--- src/rtl/genpipe_adder_if.sv ---
// Handshake bundle for genpipe_adder: operand side (in_*) and result side (out_*).
// The adder takes the slave modport; the producer/consumer takes master.
interface genpipe_adder_if #(
    parameter int WIDTH = 8
);
    logic             in_valid;
    logic             in_ready;
    logic [WIDTH-1:0] in_a;
    logic [WIDTH-1:0] in_b;
    logic             in_sub;
    logic             in_cin;
    logic             out_valid;
    logic             out_ready;
    logic [WIDTH-1:0] out_sum;
    logic             out_cout;
    logic             out_ovf;

    modport slave (
        input  in_valid, in_a, in_b, in_sub, in_cin, out_ready,
        output in_ready, out_valid, out_sum, out_cout, out_ovf
    );

    modport master (
        output in_valid, in_a, in_b, in_sub, in_cin, out_ready,
        input  in_ready, out_valid, out_sum, out_cout, out_ovf
    );
endinterface

--- src/rtl/genpipe_adder.sv ---
// Pipelined add/subtract: one SEG-bit segment per stage, carry registered between stages.
// Each stage keeps only the completed low sum bits and the not-yet-consumed operand bits.
module genpipe_adder #(
    parameter int WIDTH = 8,
    parameter int SEG   = 2
) (
    input  logic            clk,
    input  logic            rst_n,
    genpipe_adder_if.slave  bus
);
    localparam int NSTAGES = (SEG > 0) ? (WIDTH / SEG) : 1;

    if (WIDTH < 1 || SEG < 1 || SEG > WIDTH || (WIDTH % SEG) != 0) begin : g_param_check
        $error("genpipe_adder: SEG must divide WIDTH exactly (WIDTH=%0d SEG=%0d)", WIDTH, SEG);
    end

    // Ripple one segment; returns {carry_out, sum}.
    function automatic logic [SEG:0] seg_add(
        input logic [SEG-1:0] a,
        input logic [SEG-1:0] b,
        input logic           ci
    );
        logic           c;
        logic [SEG-1:0] s;
        c = ci;
        s = {SEG{1'b0}};
        for (int i = 0; i < SEG; i++) begin
            s[i] = a[i] ^ b[i] ^ c;
            c    = (a[i] & b[i]) | (a[i] & c) | (b[i] & c);
        end
        return {c, s};
    endfunction

    for (genvar k = 0; k < NSTAGES; k++) begin : g_stage
        localparam int SW = WIDTH - k * SEG;        // operand bits still to consume
        localparam int LW = (k + 1) * SEG;          // sum bits complete after this stage

        logic          r_valid;
        logic          r_carry;
        logic [LW-1:0] r_sum;

        logic          w_adv;
        logic          w_src_valid;
        logic          w_src_carry;
        logic [SW-1:0] w_src_a;
        logic [SW-1:0] w_src_b;
        logic [SEG:0]  w_seg;
        logic [LW-1:0] w_nxt_sum;

        if (k == NSTAGES - 1) begin : g_adv_last
            assign w_adv = !r_valid | bus.out_ready;
        end else begin : g_adv_mid
            assign w_adv = !r_valid | g_stage[k+1].w_adv;
        end

        if (k == 0) begin : g_src_in
            assign w_src_valid = bus.in_valid;
            assign w_src_a     = bus.in_a;
            assign w_src_b     = bus.in_sub ? ~bus.in_b : bus.in_b;
            assign w_src_carry = bus.in_sub ? 1'b1 : bus.in_cin;
            assign w_nxt_sum   = w_seg[SEG-1:0];
        end else begin : g_src_prev
            assign w_src_valid = g_stage[k-1].r_valid;
            assign w_src_a     = g_stage[k-1].g_fwd.r_a_hi;
            assign w_src_b     = g_stage[k-1].g_fwd.r_b_hi;
            assign w_src_carry = g_stage[k-1].r_carry;
            assign w_nxt_sum   = {w_seg[SEG-1:0], g_stage[k-1].r_sum};
        end

        assign w_seg = seg_add(w_src_a[SEG-1:0], w_src_b[SEG-1:0], w_src_carry);

        // Stage core: valid, carry and completed sum bits; data only moves with a valid entry.
        always_ff @(posedge clk or negedge rst_n) begin
            if (!rst_n) begin
                r_valid <= 1'b0;
                r_carry <= 1'b0;
                r_sum   <= {LW{1'b0}};
            end else if (w_adv) begin
                r_valid <= w_src_valid;
                if (w_src_valid) begin
                    r_carry <= w_seg[SEG];
                    r_sum   <= w_nxt_sum;
                end
            end
        end

        if (k < NSTAGES - 1) begin : g_fwd
            logic [SW-SEG-1:0] r_a_hi;
            logic [SW-SEG-1:0] r_b_hi;

            // Operand bits above this segment travel forward for the later stages.
            always_ff @(posedge clk or negedge rst_n) begin
                if (!rst_n) begin
                    r_a_hi <= {(SW-SEG){1'b0}};
                    r_b_hi <= {(SW-SEG){1'b0}};
                end else if (w_adv && w_src_valid) begin
                    r_a_hi <= w_src_a[SW-1:SEG];
                    r_b_hi <= w_src_b[SW-1:SEG];
                end
            end
        end else begin : g_tail
            logic r_ovf;

            // Same-sign operands (B already inverted for sub) yielding an opposite-sign
            // MSB is exactly carry-into-MSB xor carry-out-of-MSB.
            always_ff @(posedge clk or negedge rst_n) begin
                if (!rst_n) begin
                    r_ovf <= 1'b0;
                end else if (w_adv && w_src_valid) begin
                    r_ovf <= (w_src_a[SEG-1] ~^ w_src_b[SEG-1]) & (w_seg[SEG-1] ^ w_src_a[SEG-1]);
                end
            end
        end
    end

    assign bus.in_ready  = g_stage[0].w_adv;
    assign bus.out_valid = g_stage[NSTAGES-1].r_valid;
    assign bus.out_sum   = g_stage[NSTAGES-1].r_sum;
    assign bus.out_cout  = g_stage[NSTAGES-1].r_carry;
    assign bus.out_ovf   = g_stage[NSTAGES-1].g_tail.r_ovf;
endmodule
--- src/flat_wrapper.sv ---
// flat-port wrapper written by rule: the top's interface ports become plain ports
module genpipe_adder_flat 
#(
    parameter int WIDTH = 8,
    parameter int SEG   = 2
)
  (clk, rst_n, bus_in_valid, bus_in_a, bus_in_b, bus_in_sub, bus_in_cin, bus_out_ready, bus_in_ready, bus_out_valid, bus_out_sum, bus_out_cout, bus_out_ovf);
  genpipe_adder_if #(.WIDTH(WIDTH)) bus_i ();
  input  logic clk;
  input  logic rst_n;
  input wire logic [$bits(bus_i.in_valid)-1:0] bus_in_valid;
  input wire logic [$bits(bus_i.in_a)-1:0] bus_in_a;
  input wire logic [$bits(bus_i.in_b)-1:0] bus_in_b;
  input wire logic [$bits(bus_i.in_sub)-1:0] bus_in_sub;
  input wire logic [$bits(bus_i.in_cin)-1:0] bus_in_cin;
  input wire logic [$bits(bus_i.out_ready)-1:0] bus_out_ready;
  output wire logic [$bits(bus_i.in_ready)-1:0] bus_in_ready;
  output wire logic [$bits(bus_i.out_valid)-1:0] bus_out_valid;
  output wire logic [$bits(bus_i.out_sum)-1:0] bus_out_sum;
  output wire logic [$bits(bus_i.out_cout)-1:0] bus_out_cout;
  output wire logic [$bits(bus_i.out_ovf)-1:0] bus_out_ovf;
  assign bus_i.in_valid = bus_in_valid;
  assign bus_i.in_a = bus_in_a;
  assign bus_i.in_b = bus_in_b;
  assign bus_i.in_sub = bus_in_sub;
  assign bus_i.in_cin = bus_in_cin;
  assign bus_i.out_ready = bus_out_ready;
  assign bus_in_ready = bus_i.in_ready;
  assign bus_out_valid = bus_i.out_valid;
  assign bus_out_sum = bus_i.out_sum;
  assign bus_out_cout = bus_i.out_cout;
  assign bus_out_ovf = bus_i.out_ovf;
  genpipe_adder #(.WIDTH(WIDTH), .SEG(SEG)) u_core (.clk(clk), .rst_n(rst_n), .bus(bus_i));
endmodule
--- config.mk ---
export PLATFORM = sky130hd
export DESIGN_NAME = genpipe_adder_flat
export DESIGN_NICKNAME = d
export VERILOG_FILES = /design/src/rtl/genpipe_adder_if.sv /design/src/rtl/genpipe_adder.sv /design/src/flat_wrapper.sv
export SDC_FILE = /design/constraint.sdc
export NUM_CORES = 1
export LEC_CHECK = 0
export CORE_MARGIN = 2
export CORE_UTILIZATION = 58
export CTS_CLUSTER_DIAMETER = 200
export DETAILED_ROUTE_END_ITERATION = 7
export PLACE_DENSITY = 0.81
export SKIP_CTS_REPAIR_TIMING = 1
export SYNTH_ARGS = -nofsm -noshare
export SYNTH_HDL_FRONTEND = slang
export SYNTH_SLANG_ARGS = --single-unit
--- constraint.sdc ---
create_clock -name clk -period 3.1 [get_ports clk]
set_input_delay 0.31 -clock clk [delete_from_list [all_inputs] [get_ports clk]]
set_output_delay 0.31 -clock clk [all_outputs]
set_load 0.02 [all_outputs]
* After elaboration in Yosys (flattened, before gate mapping)
Index checks and enable logic that the tools add are counted.
Word-level totals: bits in registers 53, latch bits 0, RAM bits 0, memory bits (read-only) 0, input bits 22, output and inout port bits 12, logic and storage cells 97, memories kept 0
Operators by class: add/subtract/negate cells 0, multiply operators 0, divide/modulo/power cells 0, magnitude comparators 0, equal/unequal tests 0, shifts and indexed selects 0, multiplexer cells 2, bitwise operators 64, reductions and logical operators 12
Operators with widths (number):
- $and A1 B1 Y1 | 25
- $or A1 B1 Y1 | 20
- $xor A1 B1 Y1 | 17
- $mux W8 | 1
- $not A8 Y8 | 1
- $reduce_and A2 Y1 | 4
- $logic_and A1 B1 Y1 | 4
- $logic_not A1 Y1 | 4
- $mux W1 | 1
- $xnor A1 B1 Y1 | 1

* Logic depth before layout (Yosys ltp)
Gate-level depths: netlist (run 1).
depth in word-level cells 8, gate-level depth with buffers 6, gate-level depth less buffers 6

* Least setup slack after synthesis (run 1)
Ideal clock, no wire load.
path kind input-to-reg, from input port bus_in_sub, to register u_core.g_stage[0].r_sum[1], setup time 0.125 ns, arrival 1.838 ns, data required time 2.975 ns, path slack 1.137 ns, stages 5, path buffers 1, path through buf_2 or2_2 fa_1 fa_1 mux2_2
Between the ends: longest elaborated chain between the ends 5, elaborated cells on any way between the ends 9, those cells by class 2 x mux; 7 x bitwise
RTL lines:
- start, declared | line flat_wrapper.sv:14 | input wire logic [$bits(bus_i.in_sub)-1:0] bus_in_sub;
- $mux W8 / $mux W1 (equally long branches) | line genpipe_adder.sv:59, genpipe_adder.sv:60
- $and A1 B1 Y1 | line genpipe_adder.sv:29 | c = (a[i] & b[i]) | (a[i] & c) | (b[i] & c);
- $or A1 B1 Y1 (2 in a row) | line genpipe_adder.sv:29
- $xor A1 B1 Y1 * | line genpipe_adder.sv:28 | s[i] = a[i] ^ b[i] ^ c;
- via u_core.g_stage[0].w_nxt_sum[1] | line genpipe_adder.sv:48 | logic [LW-1:0] w_nxt_sum;
- end signal, assigned | line genpipe_adder.sv:77 | r_sum <= {LW{1'b0}};
- end signal, assigned | line genpipe_adder.sv:82 | r_sum <= w_nxt_sum;
- end, declared | line genpipe_adder.sv:40 | logic [LW-1:0] r_sum;
Mark *: on every way through the listed nets, which the timed path passes. The rest lies on a longest branch. A chain may end at the register's enable or synchronous reset.

* Worst setup path after layout (run 1)
from input port bus_out_ready, to output port bus_in_ready
Between the ends: longest elaborated chain between the ends 4
RTL lines:
- start, declared | line flat_wrapper.sv:16 | input wire logic [$bits(bus_i.out_ready)-1:0] bus_out_ready;
- $or A1 B1 Y1 | line genpipe_adder.sv:51 | assign w_adv = !r_valid | bus.out_ready;
- $or A1 B1 Y1 (3 in a row) | line genpipe_adder.sv:53 | assign w_adv = !r_valid | g_stage[k+1].w_adv;
- end, declared | line flat_wrapper.sv:17 | output wire logic [$bits(bus_i.in_ready)-1:0] bus_in_ready;
Every way passes these cells.

==> flow_summary.ini, run 1 <==
[synth]
yosys_warnings = 0
synth_top_area_share_pct = 55.79
synth_fa_ha_area_share_pct = 7.263
synth_most_common_cell = dfrtp_1
ys_ff_latch = 53
synth_edf_count = 0
synth_top_family_by_area = multiplexers
postSynth.asyncResetShare_pct = 100.0
synth_xor_xnor_area_share_pct = 3.316
ys_seq_area_share_pct = 55.79
ys_types = 25
synth_compound_area_share_pct = 1.053
synth_common_cells = dfrtp_1, inv_1, mux2_2, mux2i_1
syn_area_um2 = 2377
syn-instance-count = 161
avgSynthCellArea_um2 = 14.77
synth_area_leaders = dfrtp_1, mux2_2, fa_1
ys.flop_type = dfrtp_1
yosys.area_share.simple_pct = 3.842
syn_nets = 192
yosysTopAreaCell = dfrtp_1
synthMuxAreaShare_pct = 23.42

[detailed_routing]
avgRoutedWirePerCell_um = 14.54
dr.first_iter.drc_count = 51
firstDrtPassIters = 4
drc = 0
vias_per_cell = 4.996
vias = 1244
drt_wl_total_um = 3621
ant_nets = 0

[grt]
use_met1_pct = 25.25
antenna_found_initial = 0
overflow = 0
grt.met3_usage_pct = 4.934
grt_pass1_vias = 1303
use_met2_pct = 29.00
busiest_layer = met2
grt_pass1_wl_um = 6161
grt_max_degree = 54
grt_use_total_pct = 18.49

[sta]
relSlewSlack_pct = 23.67
layout_setup_ws_ps = 912.2
finalHoldWorstSlack_ps = 221.5
tightestPinTransition_ps = 1145
finalSetupViolations = 0
skew_ps = 7.874
setup-tns-final_ps = 0
max_freq_mhz = 457.1
finalHoldViolCount = 0
drv_slew = 0
timing.final.crit_share_pct = 70.57
fin_crit_ps = 2188
rsz0062_at_grt = no

[placement]
port_buffers = 33
gp_congestion = 0.7367
place_worst_setup_slack_ps = 762.6
dp_hpwl_um = 2686
dpl-instance-area_um2 = 2729

[layout]
fill_cells = 259
nets = 229
design_area_um2 = 2844
num_antenna_cells = 0
drive_above_1_share_pct = 23.12
area_growth_pct = 19.63
final_util_pct = 71.61

[critical_path]
required_ps = 2790
cp_max_fo = 5
crit_type = primary input to primary output
critPathArrivalTime_ps = 1880
end_kind = primary output
cp-start-kind = primary input

[run]
drv_cap = 0

[floorplan]
dieArea_um2 = 4627
die_x_um = 68.02
initial_core_util_pct = 59.86
die_h_um = 68.02
core_um2 = 3971
rows = 23
io_pins = 34

[cts]
cts_root_buf = clkbuf_8
cts_buffer_depth = 2
htree_levels = 2
cts_buffers = 5
cts_tree = yes
path_clk_slew_ps = 100
cts.sinks = 53
clkLatencyLatePin_ps = 300

[min_path]
hold_path.class = primary input to asynchronous set/reset pin

[pwr]
power.leakage_nw = 1.314
cellPowerDensity_nw_per_um2 = 819.5
peakVddDrop_mv = 0.3954

[status]
outcome = completed
==> power breakdown <==
group | switching, mW | internal (mW) | total (mW) | leakage, nW
registers | 0.132 | 0.936 | 1.07 | 0.614
logic | 0.365 | 0.435 | 0.800 | 0.646
clock network | 0.221 | 0.242 | 0.463 | 0.0543
total | 0.718 | 1.61 | 2.33 | 1.31
==> cell usage in the layout (no fill, tap or decap), drive strengths merged <==
cell,count
buf,2
bufinv,1
clkbuf,5
clkdlybuf4s50,32
clkinv,1
clkinvlp,1
dfrtp,53
fa,8
ha,1
inv,22
mux2,37
mux2i,11
nand2,3
nand2b,5
nand3,2
nand3b,1
nand4b,1
o21ai,1
o2bb2ai,1
or2,2
xnor2,3
xor2,6
==> flip-flops by register name (all words and copies together) (netlist names) <==
| signal | flops |
|---|---|
| u_core.bus.out_cout | 1 |
| u_core.g_stage.g_fwd.r_a_hi | 12 |
| u_core.g_stage.r_carry | 3 |
| u_core.bus.out_sum | 8 |
| u_core.bus.out_valid | 1 |
| u_core.bus.out_ovf | 1 |
| u_core.g_stage.g_fwd.r_b_hi | 12 |
| u_core.g_stage.r_valid | 3 |
| u_core.g_stage.r_sum | 12 |
==> worst paths after layout <==
kind,slack (ps),from,end,depth (start not counted)
max,910,bus_out_ready,bus_in_ready,4
max reg2reg,1210,u_core.g_stage[2].g_fwd.r_b_hi[0],u_core.bus.out_ovf,6
min in group clk,490,u_core.g_stage[0].g_fwd.r_b_hi[3],u_core.g_stage[1].g_fwd.r_b_hi[1],1
min reg2reg,490,u_core.g_stage[0].g_fwd.r_b_hi[3],u_core.g_stage[1].g_fwd.r_b_hi[1],1
max in group asynchronous,2170,rst_n,u_core.g_stage[0].g_fwd.r_b_hi[1],1
min,220,rst_n,u_core.bus.out_sum[6],1
==> area by class of cell <==
class / instances / area [um2] / share of cell area, %
multi-input combinational: 82 / 924.6 / 32.51
clock buffer: 5 / 68.82 / 2.420
sequential: 53 / 1326 / 46.63
timing repair buffer: 34 / 332.8 / 11.70
clock inverter: 3 / 46.29 / 1.628
inverter: 22 / 82.58 / 2.904
tap: 50 / 62.56 / 2.200
==> per-stage QoR <==
stage | std cells | power (mW)
3_3_place_gp | 241 | 1.844
3_5_place_dp | 241 | 1.897
6_report | 249 | 2.331
2_1_floorplan | 161 | 1.595
4_1_cts | 249 | 2.364
5_1_grt | 249 | 2.503
==> worst max-delay path, cell delays in order <==
cell,delay (ps)
clkdlybuf4s50_1,430
nand2b_2,260
or2_2,330
clkdlybuf4s50_1,540
==> cell families after synthesis <==
group / Yosys count
AO/OA/AOI/OAI: 2
XOR/XNOR: 9
flip-flops: 53
adder cells (fa/ha/maj): 9
buffers and inverters: 26
multiplexers: 48
AND/OR/NAND/NOR: 14
==> routing by layer <==
| metal | up-vias | part of all wire [%] | wire length (um) |
|---|---|---|---|
| met5 | - | 0 | 0 |
| met4 | 0 | 0.99 | 36 |
| met3 | 4 | 3.4 | 124 |
| met2 | 28 | 51 | 1850 |
| met1 | 619 | 44 | 1610 |
| li1 | 593 | - | - |
Note: power is estimated with default switching activity, not from simulation.
==> run 2, diff against run 1 <==
--- a/config.mk
+++ b/config.mk
@@ -6,10 +6,10 @@
 export NUM_CORES = 1
 export LEC_CHECK = 0
 export CORE_MARGIN = 2
-export CORE_UTILIZATION = 58
+export CORE_UTILIZATION = 48
 export CTS_CLUSTER_DIAMETER = 200
 export DETAILED_ROUTE_END_ITERATION = 7
-export PLACE_DENSITY = 0.81
+export PLACE_DENSITY = 0.71
 export SKIP_CTS_REPAIR_TIMING = 1
 export SYNTH_ARGS = -nofsm -noshare
 export SYNTH_HDL_FRONTEND = slang
==> constraint.sdc (replaced) <==
create_clock -name clk -period 1.9 [get_ports clk]
set_input_delay 0.19 -clock clk [delete_from_list [all_inputs] [get_ports clk]]
set_output_delay 0.19 -clock clk [all_outputs]
set_load 0.02 [all_outputs]
==> run 2 against run 1 <==
Against the previous run:
- largest power group unchanged
- clock-buffer cell count is the same
- first-iteration DRC count shrank 65%
- clock skew shrank 0.87 ps
- total power grew 65%
- die area grew 20%
- worst setup slack lost 820 ps
- hold slack gained 45 ps
- design area grew 3.6%
- critical endpoint is now u_core.bus.out_ovf
- via count grew 2.8%
- wire length grew 3.4%
==> flow_summary.ini, run 2 (synthesis results as in run 1) <==
[sta]
relSlewSlack_pct = 75.76
skew_ps = 7.003
rsz0062_at_grt = no
tightestPinTransition_ps = 362.7
finalHoldViolCount = 0
finalSetupViolations = 0
layout_setup_ws_ps = 88.23
setup-tns-final_ps = 0
timing.final.crit_share_pct = 95.36
max_freq_mhz = 551.9
drv_slew = 0
fin_crit_ps = 1812
finalHoldWorstSlack_ps = 266.9

[run]
drv_cap = 0

[layout]
final_cell_count_no_fill = 273
final_util_pct = 61.95
area_growth_pct = 23.89
drive_above_1_share_pct = 26.70
num_antenna_cells = 0
layout_common_cells = dfrtp_1, clkdlybuf4s50_1, inv_1, mux2_2, mux2i_1
reg.largest.list = u_core.g_stage.g_fwd.r_a_hi (12), u_core.g_stage.g_fwd.r_b_hi (12), u_core.g_stage.r_sum (12)
nets = 237
layout_commonest_cell = dfrtp_1

[detailed_routing]
dr.max_layer_used = met4
wl_met3_um = 130
avgRoutedWirePerCell_um = 13.71
ant_nets = 0
drt_wl_total_um = 3743
drc = 0
vias = 1279
wl_met2_um = 1951
vias_per_cell = 4.685
wl_met1_um = 1619
dr.first_iter.drc_count = 18
firstDrtPassIters = 4

[floorplan]
dieArea_um2 = 5532
initial_core_util_pct = 50.00
die_h_um = 74.38
io_pins = 34
core_um2 = 4755
die_x_um = 74.38
rows = 25

[cts]
path_clk_slew_ps = 90
cts.sinks = 53
cts_buffers = 5
cts_buffer_depth = 2
clkLatencyLatePin_ps = 300
cts_tree = yes
cts_root_buf = clkbuf_8
htree_levels = 2

[critical_path]
cp_max_fo = 2
crit_type = flip-flop to flip-flop
crit_chain = inv_1 -> fa_2 -> fa_1 -> xnor2_2 -> nand3_1 -> o2bb2ai_1
critPathArrivalTime_ps = 2040
end_kind = flip-flop
critPathSlowestCell = fa_1
critPathMaxStageDelay_ps = 560
required_ps = 2130
cp-start-kind = flip-flop

[placement]
placed_cells = 265
gp_congestion = 0.7265
place_worst_setup_slack_ps = -329.4
port_buffers = 33
dp_hpwl_um = 2873

[grt]
antenna_found_initial = 0
grt_pass1_wl_um = 6444
overflow = 0
grt_max_degree = 25
grt_pass1_vias = 1363
grt_use_total_pct = 15.49

[pwr]
power.leakage_nw = 1.371
cellPowerDensity_nw_per_um2 = 1307
peakVddDrop_mv = 0.5449

[status]
outcome = completed

[min_path]
hold_path.class = primary input to asynchronous set/reset pin
[run 2: final cells by class]
type / count / area [um2]
sequential: 53 / 1328
fill: 377 / 1809
tap: 67 / 83.83
clock inverter: 2 / 35.03
timing repair buffer: 42 / 412.9
multi-input combinational: 82 / 934.6
inverter: 22 / 82.58
clock buffer: 5 / 68.82
[run 2: metal layers]
layer | global-route usage (%) | vias up
li1 | - | 610
met1 | 20.29 | 636
met2 | 25.76 | 27
met3 | 4.065 | 6
met4 | 4.167 | 0
met5 | 0 | -
[run 2: metrics by stage]
step	area, um2	power [mW]
floorplan	2377	2.602
global placement	2815	3.030
detailed placement	2815	3.123
CTS	2919	3.859
global route	2945	4.135
finish	2945	3.849
[run 2: final timing paths]
kind                                                   start                           endpoint  slack [ps]  cells after the start
max                        u_core.g_stage[2].g_fwd.r_b_hi[0]                 u_core.bus.out_ovf          90                      6
min                                                    rst_n              u_core.bus.out_sum[7]         270                      2
max reg2reg                u_core.g_stage[2].g_fwd.r_b_hi[0]                 u_core.bus.out_ovf          90                      6
min reg2reg                u_core.g_stage[1].g_fwd.r_b_hi[0]  u_core.g_stage[1].g_fwd.r_b_hi[0]         500                      1
max in group asynchronous                              rst_n          u_core.g_stage[1].r_carry        1070                      3
min in group clk                                  bus_in_sub  u_core.g_stage[0].g_fwd.r_b_hi[0]         470                      4
[run 2: where the power goes]
group	switching (mW)	total [mW]	internal [mW]	leakage (nW)
sequential	0.217	1.74	1.53	0.613
combinational	0.614	1.38	0.763	0.704
clock	0.344	0.727	0.383	0.0540
total	1.17	3.85	2.67	1.37
[run 2: critical path, delay by kind of cell (launching register included)]
kind | cells | cell delay (ps)
AND/OR/NAND/NOR | 1 | 90
XOR/XNOR | 1 | 130
adder cells (fa/ha/maj) | 2 | 950
AO/OA/AOI/OAI | 1 | 140
buffers and inverters | 1 | 70
flip-flops | 1 | 360
==> run 3, diff against run 2 <==
--- a/config.mk
+++ b/config.mk
@@ -14,3 +14,4 @@
 export SYNTH_ARGS = -nofsm -noshare
 export SYNTH_HDL_FRONTEND = slang
 export SYNTH_SLANG_ARGS = --single-unit
+export TNS_END_PERCENT = 10
==> results of run 3 <==
Same layout as run 2: the final DEF is identical, and so are final timing and power.
